## src/rtl/issue_scoreboard_pkg.sv

```systemverilog
// rtl/issue_scoreboard_pkg.sv - shared types and defaults for the issue scoreboard
package issue_scoreboard_pkg;

  localparam int NREG_DEF  = 32;
  localparam int CNT_W_DEF = 2;
  localparam int IDX_W     = 5;

  typedef enum logic {
    RUN   = 1'b0,
    DRAIN = 1'b1
  } run_state_e;

  typedef enum logic {
    MD_IDLE = 1'b0,
    MD_BUSY = 1'b1
  } md_state_e;

endpackage

```

## src/rtl/issue_scoreboard_sb_counter.sv

```systemverilog
// rtl/issue_scoreboard_sb_counter.sv - per-register pending-write counter
// Saturates at both ends; err flags a retire against an empty counter.
module sb_counter #(
  parameter int CNT_W = 2
) (
  input  logic             clk,
  input  logic             reset,
  input  logic             inc,
  input  logic             dec,
  input  logic             clear,
  output logic [CNT_W-1:0] cnt,
  output logic             err
);

  localparam logic [CNT_W-1:0] CNT_MAX = '1;

  assign err = dec && !inc && (cnt == '0);

  always_ff @(posedge clk) begin
    if (reset || clear) begin
      cnt <= '0;
    end else if (inc && !dec && (cnt != CNT_MAX)) begin
      cnt <= cnt + 1'b1;
    end else if (dec && !inc && (cnt != '0)) begin
      cnt <= cnt - 1'b1;
    end
  end

endmodule

```

## src/rtl/issue_scoreboard.sv

```systemverilog
// rtl/issue_scoreboard.sv - RAW/WAW/mul-div issue gating between ID and EXE
// Tracks in-flight register writes and drains itself after a pipeline flush.
module issue_scoreboard
  import issue_scoreboard_pkg::*;
#(
  parameter int NREG   = NREG_DEF,
  parameter int CNT_W  = CNT_W_DEF,
  parameter int MD_LAT = 4
) (
  input  logic             clk,
  input  logic             reset,
  input  logic             id_valid,
  input  logic             exe_ready,
  input  logic [IDX_W-1:0] id_src1_idx,
  input  logic             id_src1_use,
  input  logic [IDX_W-1:0] id_src2_idx,
  input  logic             id_src2_use,
  input  logic             id_wreg_en,
  input  logic [IDX_W-1:0] id_wreg_idx,
  input  logic             id_md_op,
  input  logic             wb_valid,
  input  logic             wb_wreg_en,
  input  logic [IDX_W-1:0] wb_wreg_idx,
  input  logic             flush,
  input  logic             pipe_empty,
  output logic             issue_ok,
  output logic             issue_fire,
  output logic [NREG-1:0]  pend_mask,
  output logic             md_busy,
  output logic             draining,
  output logic             sb_err
);

  localparam int               MD_W    = 4;
  localparam logic [CNT_W-1:0] CNT_MAX = '1;

  logic [NREG-1:0][CNT_W-1:0] cnt;
  logic [NREG-1:0]            underflow;
  run_state_e                 state;
  md_state_e                  md_state;
  logic [MD_W-1:0]            md_cnt;
  logic                       raw1;
  logic                       raw2;
  logic                       waw_full;
  logic                       md_hz;
  logic                       drain_done;

  assign raw1     = id_src1_use && (id_src1_idx != '0) && (cnt[id_src1_idx] != '0);
  assign raw2     = id_src2_use && (id_src2_idx != '0) && (cnt[id_src2_idx] != '0);
  assign waw_full = id_wreg_en && (id_wreg_idx != '0) && (cnt[id_wreg_idx] == CNT_MAX);
  assign md_hz    = id_md_op && md_busy;

  assign issue_ok   = (state == RUN) && !raw1 && !raw2 && !waw_full && !md_hz && !flush;
  assign issue_fire = id_valid && exe_ready && issue_ok;
  assign drain_done = (state == DRAIN) && pipe_empty;
  assign md_busy    = (md_state == MD_BUSY);
  assign draining   = (state == DRAIN);

  // r0 is hardwired zero, so it never gets a counter.
  assign cnt[0]       = '0;
  assign underflow[0] = 1'b0;
  assign pend_mask[0] = 1'b0;

  for (genvar i = 1; i < NREG; i++) begin : g_cnt
    logic inc;
    logic dec;

    assign inc = issue_fire && id_wreg_en && (id_wreg_idx == IDX_W'(i));
    assign dec = wb_valid && wb_wreg_en && (wb_wreg_idx == IDX_W'(i));

    sb_counter #(
      .CNT_W (CNT_W)
    ) u_cnt (
      .clk   (clk),
      .reset (reset),
      .inc   (inc),
      .dec   (dec),
      .clear (drain_done),
      .cnt   (cnt[i]),
      .err   (underflow[i])
    );

    assign pend_mask[i] = (cnt[i] != '0);
  end

  always_ff @(posedge clk) begin
    if (reset) begin
      state    <= RUN;
      md_state <= MD_IDLE;
      md_cnt   <= '0;
      sb_err   <= 1'b0;
    end else begin
      sb_err <= sb_err || (|underflow);

      case (state)
        RUN:     if (flush) state <= DRAIN;
        DRAIN:   if (pipe_empty) state <= RUN;
        default: state <= RUN;
      endcase

      // A completed drain abandons any mul/div still counting down.
      if (drain_done) begin
        md_state <= MD_IDLE;
        md_cnt   <= '0;
      end else begin
        case (md_state)
          MD_IDLE: begin
            if (issue_fire && id_md_op) begin
              md_cnt   <= MD_W'(MD_LAT - 1);
              md_state <= MD_BUSY;
            end
          end
          MD_BUSY: begin
            if (md_cnt == '0) begin
              md_state <= MD_IDLE;
            end else begin
              md_cnt <= md_cnt - 1'b1;
            end
          end
          default: md_state <= MD_IDLE;
        endcase
      end
    end
  end

endmodule

```

## config.mk

```make
export PLATFORM = sky130hd
export DESIGN_NAME = issue_scoreboard
export DESIGN_NICKNAME = d
export VERILOG_FILES = /design/src/rtl/issue_scoreboard_pkg.sv /design/src/rtl/issue_scoreboard_sb_counter.sv /design/src/rtl/issue_scoreboard.sv
export SDC_FILE = /design/constraint.sdc
export NUM_CORES = 1
export LEC_CHECK = 0
export BUFFER_PORTS_ARGS = -buffer_cell sky130_fd_sc_hd__buf_2
export CORE_UTILIZATION = 55
export CTS_CLUSTER_SIZE = 24
export DETAILED_ROUTE_END_ITERATION = 10
export GPL_TIMING_DRIVEN = 0
export PLACE_DENSITY = 0.76
export SLEW_MARGIN = 10
export SYNTH_ARGS = -nofsm -noshare
export SYNTH_HDL_FRONTEND = slang
export SYNTH_HIERARCHICAL = 1
export SYNTH_SLANG_ARGS = --single-unit
```

## constraint.sdc

```tcl
create_clock -name clk -period 4.5 [get_ports clk]
set_clock_uncertainty 0.15 [all_clocks]
set_input_delay 0.45 -clock clk [delete_from_list [all_inputs] [get_ports clk]]
set_output_delay 0.45 -clock clk [all_outputs]
set_load 0.01 [all_outputs]
```

==> results of run 1 <==
## how the worst max path moves through the flow
stage / start / to / slack [ps] / depth (start not counted)
after floorplan: id_wreg_idx[0] / sb_err / 990 / 17
after global placement: id_wreg_idx[3] / sb_err / -20 / 16
after detailed placement: id_wreg_idx[3] / sb_err / -30 / 16
after CTS: g_cnt[1].u_cnt/cnt[0] / sb_err / 200 / 15
after global routing: g_cnt[1].u_cnt/cnt[0] / sb_err / 2 / 15
final: g_cnt[1].u_cnt/cnt[0] / sb_err / 190 / 15
## sequential cells by signal, summed over array words and instances (netlist names)
name / cells
g_cnt.u_cnt/cnt: 62
sb_err: 1
draining: 1
md_busy: 1
md_cnt: 4
## per-layer routing
metal / vias up / routed length, µm
met1: 2967 / 7516
met4: 0 / 716
met3: 67 / 1895
li1: 2928 / -
met2: 360 / 8701
met5: - / 0
## metrics by stage
step | util (%) | cell area, µm² | TNS, ps
5_1_grt | 63.99 | 6606 | 0
6_report | 63.99 | 6606 | 0
4_1_cts | 63.87 | 6594 | 0
3_3_place_gp | 61.39 | 6337 | -15.17
3_5_place_dp | 61.82 | 6382 | -33.77
2_1_floorplan | - | 5862 | 0
## cells by family (layout without fill, tap and decap cells)
logic type / Yosys count / in the layout
and+or+nand+nor: 422 / 422
AOI/OAI and AO/OA: 165 / 165
DFF: 69 / 69
buffers and inverters: 61 / 140
muxes: 24 / 24
adders and majority gates: 1 / 1
other: 1 / 1
## worst reg2reg max path, delay by kind of cell, from the launching register on
kind,cells,cell delay (ps)
AOI/OAI and AO/OA,2,430
buffers and inverters,2,340
and+or+nand+nor,10,2620
muxes,1,280
DFF,1,380
## power groups by stage
| stage | sequential [µW] | clock [µW] | combinational [µW] |
|---|---|---|---|
| after floorplan | 630 | 0 | 94.5 |
| after global placement | 629 | 0 | 164 |
| after detailed placement | 629 | 0 | 172 |
| after CTS | 615 | 572 | 173 |
| after global routing | 615 | 598 | 187 |
| final | 615 | 559 | 179 |
## cell type report
cell class / count / area [µm²]
Buffer: 22 / 147.6
Clock buffer: 13 / 168.9
Clock inverter: 3 / 42.54
Fill cell: 929 / 3717
Inverter: 39 / 146.4
Multi-Input combinational cell: 613 / 4202
Sequential cell: 69 / 1381
Tap cell: 136 / 170.2
Timing Repair Buffer: 63 / 347.8
## layout by cell type (no fill, tap or decap), types with 6 or more instances in the layout
| master | count |
|---|---|
| nand2b_1 | 41 |
| o21ai_0 | 34 |
| nand4_1 | 6 |
| nor2b_1 | 33 |
| or2b_1 | 31 |
| a211oi_1 | 32 |
| nand3_1 | 13 |
| nand2_1 | 61 |
| dfxtp_1 | 69 |
| mux4_2 | 17 |
| o21ai_1 | 32 |
| inv_1 | 38 |
| buf_2 | 66 |
| o2111ai_1 | 6 |
| and3b_1 | 31 |
| nor3_1 | 91 |
| buf_6 | 7 |
| nor4_1 | 8 |
| nor3_2 | 7 |
| nor2_1 | 72 |
| clkbuf_1 | 7 |
| clkbuf_8 | 12 |
| a2111oi_2 | 31 |
| or3_1 | 6 |
## repair_timing
item,CTS,global route
setup endpoints to repair,0,1
gates resized for setup,0,2
buffers inserted,0,0
==> impl_metrics.ini, run 1 <==
[run]
maxCapViolCount = 0

[route]
drt_wl_total_um = 18830
wire_per_inst_um = 19.66
drt-initial-drc-count = 617
vias = 6322
routed_via_density = 6.599
firstDrtPassIters = 6
ant_nets = 0
drc = 0

[power_and_ir_drop]
intPower_uw = 969.2
clockPowerShare_pct = 41.3
power.density_mw_per_mm2 = 204.8
power.switching_uw = 383.5
p_seq_share_pct = 45.5
p_sw_share_pct = 28.35
p_leak_uw = 0.002546
p_total_uw = 1353
peakVddDrop_mv = 0.1902
pwr-share-comb_pct = 13.2

[sta]
rsz0062_at_grt = no
fin_ws_ps = 188.1
tightest_slew_ps = 676.6
slew_headroom_pct = 54.89
fmax_mhz = 231.9
final.period_utilization_pct = 95.82
min_period_ps = 4312
hold_violations = 0
finalSetupViolCount = 0
hold_slack_ps = 156.7
slew_viol_final = 0

[setup_path]
path_buf_inv = 2
crit_slowest_cell = nor4_1
crit_chain = or2_1, mux2_2, a221oi_1, a211o_1, nand4_1, or4b_1, buf_2, buf_6, nor3_1, nand2b_1, nor3_1, nor4_1, nand4_1, nor2_1, nor2_1
path_class = reg2reg
rr_worst_depth = 15
worstPathArrival_ps = 4420
critPathMaxFanout = 10
cp_top_family = simple AND/OR/NAND/NOR gates
cpPeakStageDelay_ps = 570
cp-start-kind = flop
crit_path_end_kind = flop
cp_data_required_time_ps = 4610
regToRegStartpoint = g_cnt[1].u_cnt/cnt[0]
r2r_end = sb_err
rrSetupSlack_ps = 190

[die]
die_area_mm2 = 0.01107
start_util_pct = 56.78
die_x_um = 105.2
die_y_um = 105.2
core_area_mm2 = 0.01032
num_rows = 37
ios = 69

[clock_network]
h-tree-depth = 3
numCtsBuffers = 9
hold_buffers = 0
clkTransAtPathRegs_ps = 70
cts_tree = built
clock_latency_ps = 390
cts_buffer_depth = 2
ctsRootBufferMaster = clkbuf_8
clock-sinks = 69

[final_layout]
drive_gt1_share_pct = 19.95
fin_cells = 958
nets = 850
syn_to_final_growth_pct = 12.70
n_antenna_cell = 0

[min_path]
min_path_cells = 3
hold_end = draining
min_from = flush
hp-class = in2reg

[grt]
antenna_found_initial = 0
gr-usage-all-layers_pct = 35.09
grt_use_met3_pct = 9.091
grt_use_met1_pct = 44.70
met2_usage_pct = 54.61
grt_pass1_vias = 5900
globalRoute.busiestLayer = met2
grt_pass1_wl_um = 29900
grt_start_max_net_pins = 36
grt-ovfl-total = 0

[synth]
yosys_register_bits = 69
ys_seq_area_share_pct = 23.56
synth-compound-area-share_pct = 23.16
synth_top_family_by_area = simple AND/OR/NAND/NOR gates
yosysUniqueCellTypes = 60
synth-main-ff-cell = dfxtp_1
synthTopCellsByArea = dfxtp_1 24%, a2111oi_2 7.9%, nor3_1 7.8%
synthArstFlopShare_pct = 0
netlist_area_mm2 = 0.005862
avgSynthCellArea_um2 = 7.889
muxShareOfSynthArea_pct = 7.962
synthSimpleGateAreaFrac_pct = 40.02
synth_top_cell_by_area = dfxtp_1
synthTopCellsByCount = 91 x nor3_1, 72 x nor2_1, 69 x dfxtp_1, 61 x nand2_1, 41 x nand2b_1
synth.most_common_cell = nor3_1
synth_adder_area_share_pct = 0.2134
synthXorXnorAreaFrac_pct = 0
synth_enable_flop_cells = 0
synth_fp_nets = 776
ys.warnings.count = 6
syn_inst = 743
synth_top_area_share_pct = 23.56

[status]
status = completed

[place]
pre_cts_slack_ps = -33.77
dp.final_hpwl_um = 14000
globalplace.congestion = 0.9890
io_buffers = 61
placedCellCount = 942
(Power assumes the default switching activity.)
==> inputs of run 2 (changes only) <==
- SYNTH_HIERARCHICAL: 1 -> default
==> impl_metrics.ini, run 2 <==
[grt]
grt_pass1_wl_um = 39140
antenna_found_initial = 0
grt_start_max_net_pins = 13
grt_pass1_vias = 6830
grt-ovfl-total = 0
gr-usage-all-layers_pct = 47.12

[die]
die_x_um = 106.6
num_rows = 37
ios = 69
die_area_mm2 = 0.01137
core_area_mm2 = 0.01046
start_util_pct = 57.53
die_y_um = 106.6

[sta]
slew_headroom_pct = 14.13
final.period_utilization_pct = 96.84
min_period_ps = 4358
finalSetupViolCount = 0
slew_viol_final = 0
fin_ws_ps = 142.4
rsz0062_at_grt = no
fmax_mhz = 229.5
tightest_slew_ps = 1276
hold_violations = 0

[setup_path]
cp_data_required_time_ps = 4600
worstPathArrival_ps = 4460
critPathMaxFanout = 10
cp-start-kind = input port
path_class = in2reg
crit_path_end_kind = flop

[synth]
synthTopCellsByArea = dfxtp_1 23%, mux4_2 6.4%, o21ai_0 5.7%
synth-main-ff-cell = dfxtp_1
synth_top_area_share_pct = 22.95
ys_seq_area_share_pct = 22.95
yosys_register_bits = 69
synth_top_cell_by_area = dfxtp_1
synthArstFlopShare_pct = 0
netlist_area_mm2 = 0.006020
synth_fp_nets = 855
synthTopCellsByCount = 72 x nor2_1, 69 x dfxtp_1, 69 x o21ai_0, 67 x nand2_1, 58 x nor3_1
syn_inst = 822
yosysUniqueCellTypes = 79
avgSynthCellArea_um2 = 7.323
ys.warnings.count = 0
synth.most_common_cell = nor2_1
synth_enable_flop_cells = 0

[final_layout]
syn_to_final_growth_pct = 11.62
final_common_cell = buf_2
nets = 923
largest_register = g_cnt.u_cnt.cnt
largest_register_ffs = 62
n_antenna_cell = 0
drive_gt1_share_pct = 16.11
layout_common_cells = 74 x buf_2, 72 x nor2_1, 69 x o21ai_0, 69 x dfxtp_1, 67 x nand2_1
reg_top3 = g_cnt.u_cnt.cnt: 62 flops, md_cnt: 4 flops
fin_cells = 1030

[route]
wire_per_inst_um = 25.84
ant_nets = 0
firstDrtPassIters = 6
drt_wl_total_um = 26610
routed_via_density = 7.299
drt-initial-drc-count = 1128
drc = 0
vias = 7518

[clock_network]
clock-sinks = 69
clock_latency_ps = 390
h-tree-depth = 3
numCtsBuffers = 9
cts_buffer_depth = 2
clkTransAtPathRegs_ps = 90
cts_tree = built
ctsRootBufferMaster = clkbuf_8

[place]
globalplace.congestion = 1.112
dp.final_hpwl_um = 19870
placedCellCount = 1015
pre_cts_slack_ps = -340.5
io_buffers = 57

[power_and_ir_drop]
power.density_mw_per_mm2 = 224.5
p_leak_uw = 0.002542
peakVddDrop_mv = 0.2162

[status]
status = completed

[run]
maxCapViolCount = 0

[min_path]
hp-class = in2reg
## run 2: changes by cell type after synthesis, sizes merged, moves of 11 or more
cell,before,now
and2,1,14
nor2b,33,16
a211oi,32,20
and3,2,13
or2b,31,0
a21oi,3,50
and3b,31,1
and4,0,13
clkbuf,7,31
nor3,98,60
a2111oi,35,7
nand3,13,35
o21a,0,11
a31oi,2,19
## run 2: layer usage
metal  part of all wire (%)  wire length, µm  GRT usage [%]  vias up
met4                    8.5             2261          36.20        0
met2                     42            11200          70.23      644
met3                     14             3743          14.53      182
met5                      0                0              0        -
li1                       -                -              -     3203
met1                     35             9410          56.49     3489
## run 2: worst paths after layout
path	from	endpoint	slack [ps]	cells after the start
max reg2reg	g_cnt[3].u_cnt.cnt[1]	sb_err	210	9
max	id_wreg_idx[1]	sb_err	140	13
min reg2reg	g_cnt[6].u_cnt.cnt[1]	g_cnt[6].u_cnt.cnt[1]	370	2
min	reset	sb_err	110	2
## run 2: worst max-delay path, cell delays in order
cell and delay [ps]:
buf_2 330, buf_2 390, mux2_2 380, o22ai_1 300
nor3_1 80, o21ai_1 290, buf_2 300, clkbuf_1 370
nand3_1 310, o21ai_0 430, o2111ai_1 190, a2111oi_1 430
a41oi_1 180
## run 2: cell type report
cell class / instances / area [µm²]
buffer: 52 / 229.0
clock buffer: 9 / 123.9
clock inverter: 6 / 111.4
fill: 973 / 3744
inverter: 32 / 120.1
multi-input combinational: 669 / 4298
sequential: 69 / 1381
tap: 136 / 170.2
timing repair buffer: 57 / 285.3
## run 2: timing repair
item                       CTS  global route
setup endpoints to repair    0             2
buffers inserted             0             0
gates resized for setup      0             3
hold buffers                 0             0
hold endpoints to repair     0             0
## run 2: through the flow
stage / setup TNS, ps / area [µm²] / util, % / hold WS, ps / total power [µW]
detailed placement: -340.5 / 6475 / 61.89 / 344.4 / 855.0
global route: 0 / 6719 / 64.22 / 123.3 / 1529
CTS: 0 / 6710 / 64.14 / 114.6 / 1484
floorplan: 0 / 6020 / - / 309.5 / 762.2
global placement: -396.1 / 6475 / 61.89 / 326.6 / 854.7
finish: 0 / 6719 / 64.22 / 112.0 / 1508
## run 2: where the power goes
| part | leakage [µW] | internal (µW) | switching (µW) |
|---|---|---|---|
| Combinational | 0.00187 | 63.0 | 177 |
| Clock | 0.000116 | 366 | 286 |
| Sequential | 0.000556 | 613 | 3.13 |
| Total | 0.00254 | 1040 | 466 |
## run 2: cells by family after synthesis
family	after synthesis	synth area share, %
flip-flops	69	22.95
XOR/XNOR	3	0.4366
multiplexers	39	10.29
buffers and inverters	84	5.779
adder cells (fa/ha/maj)	1	0.2078
AND/OR/NAND/NOR	389	34.84
AO/OA/AOI/OAI	236	25.44
other	1	0.06230
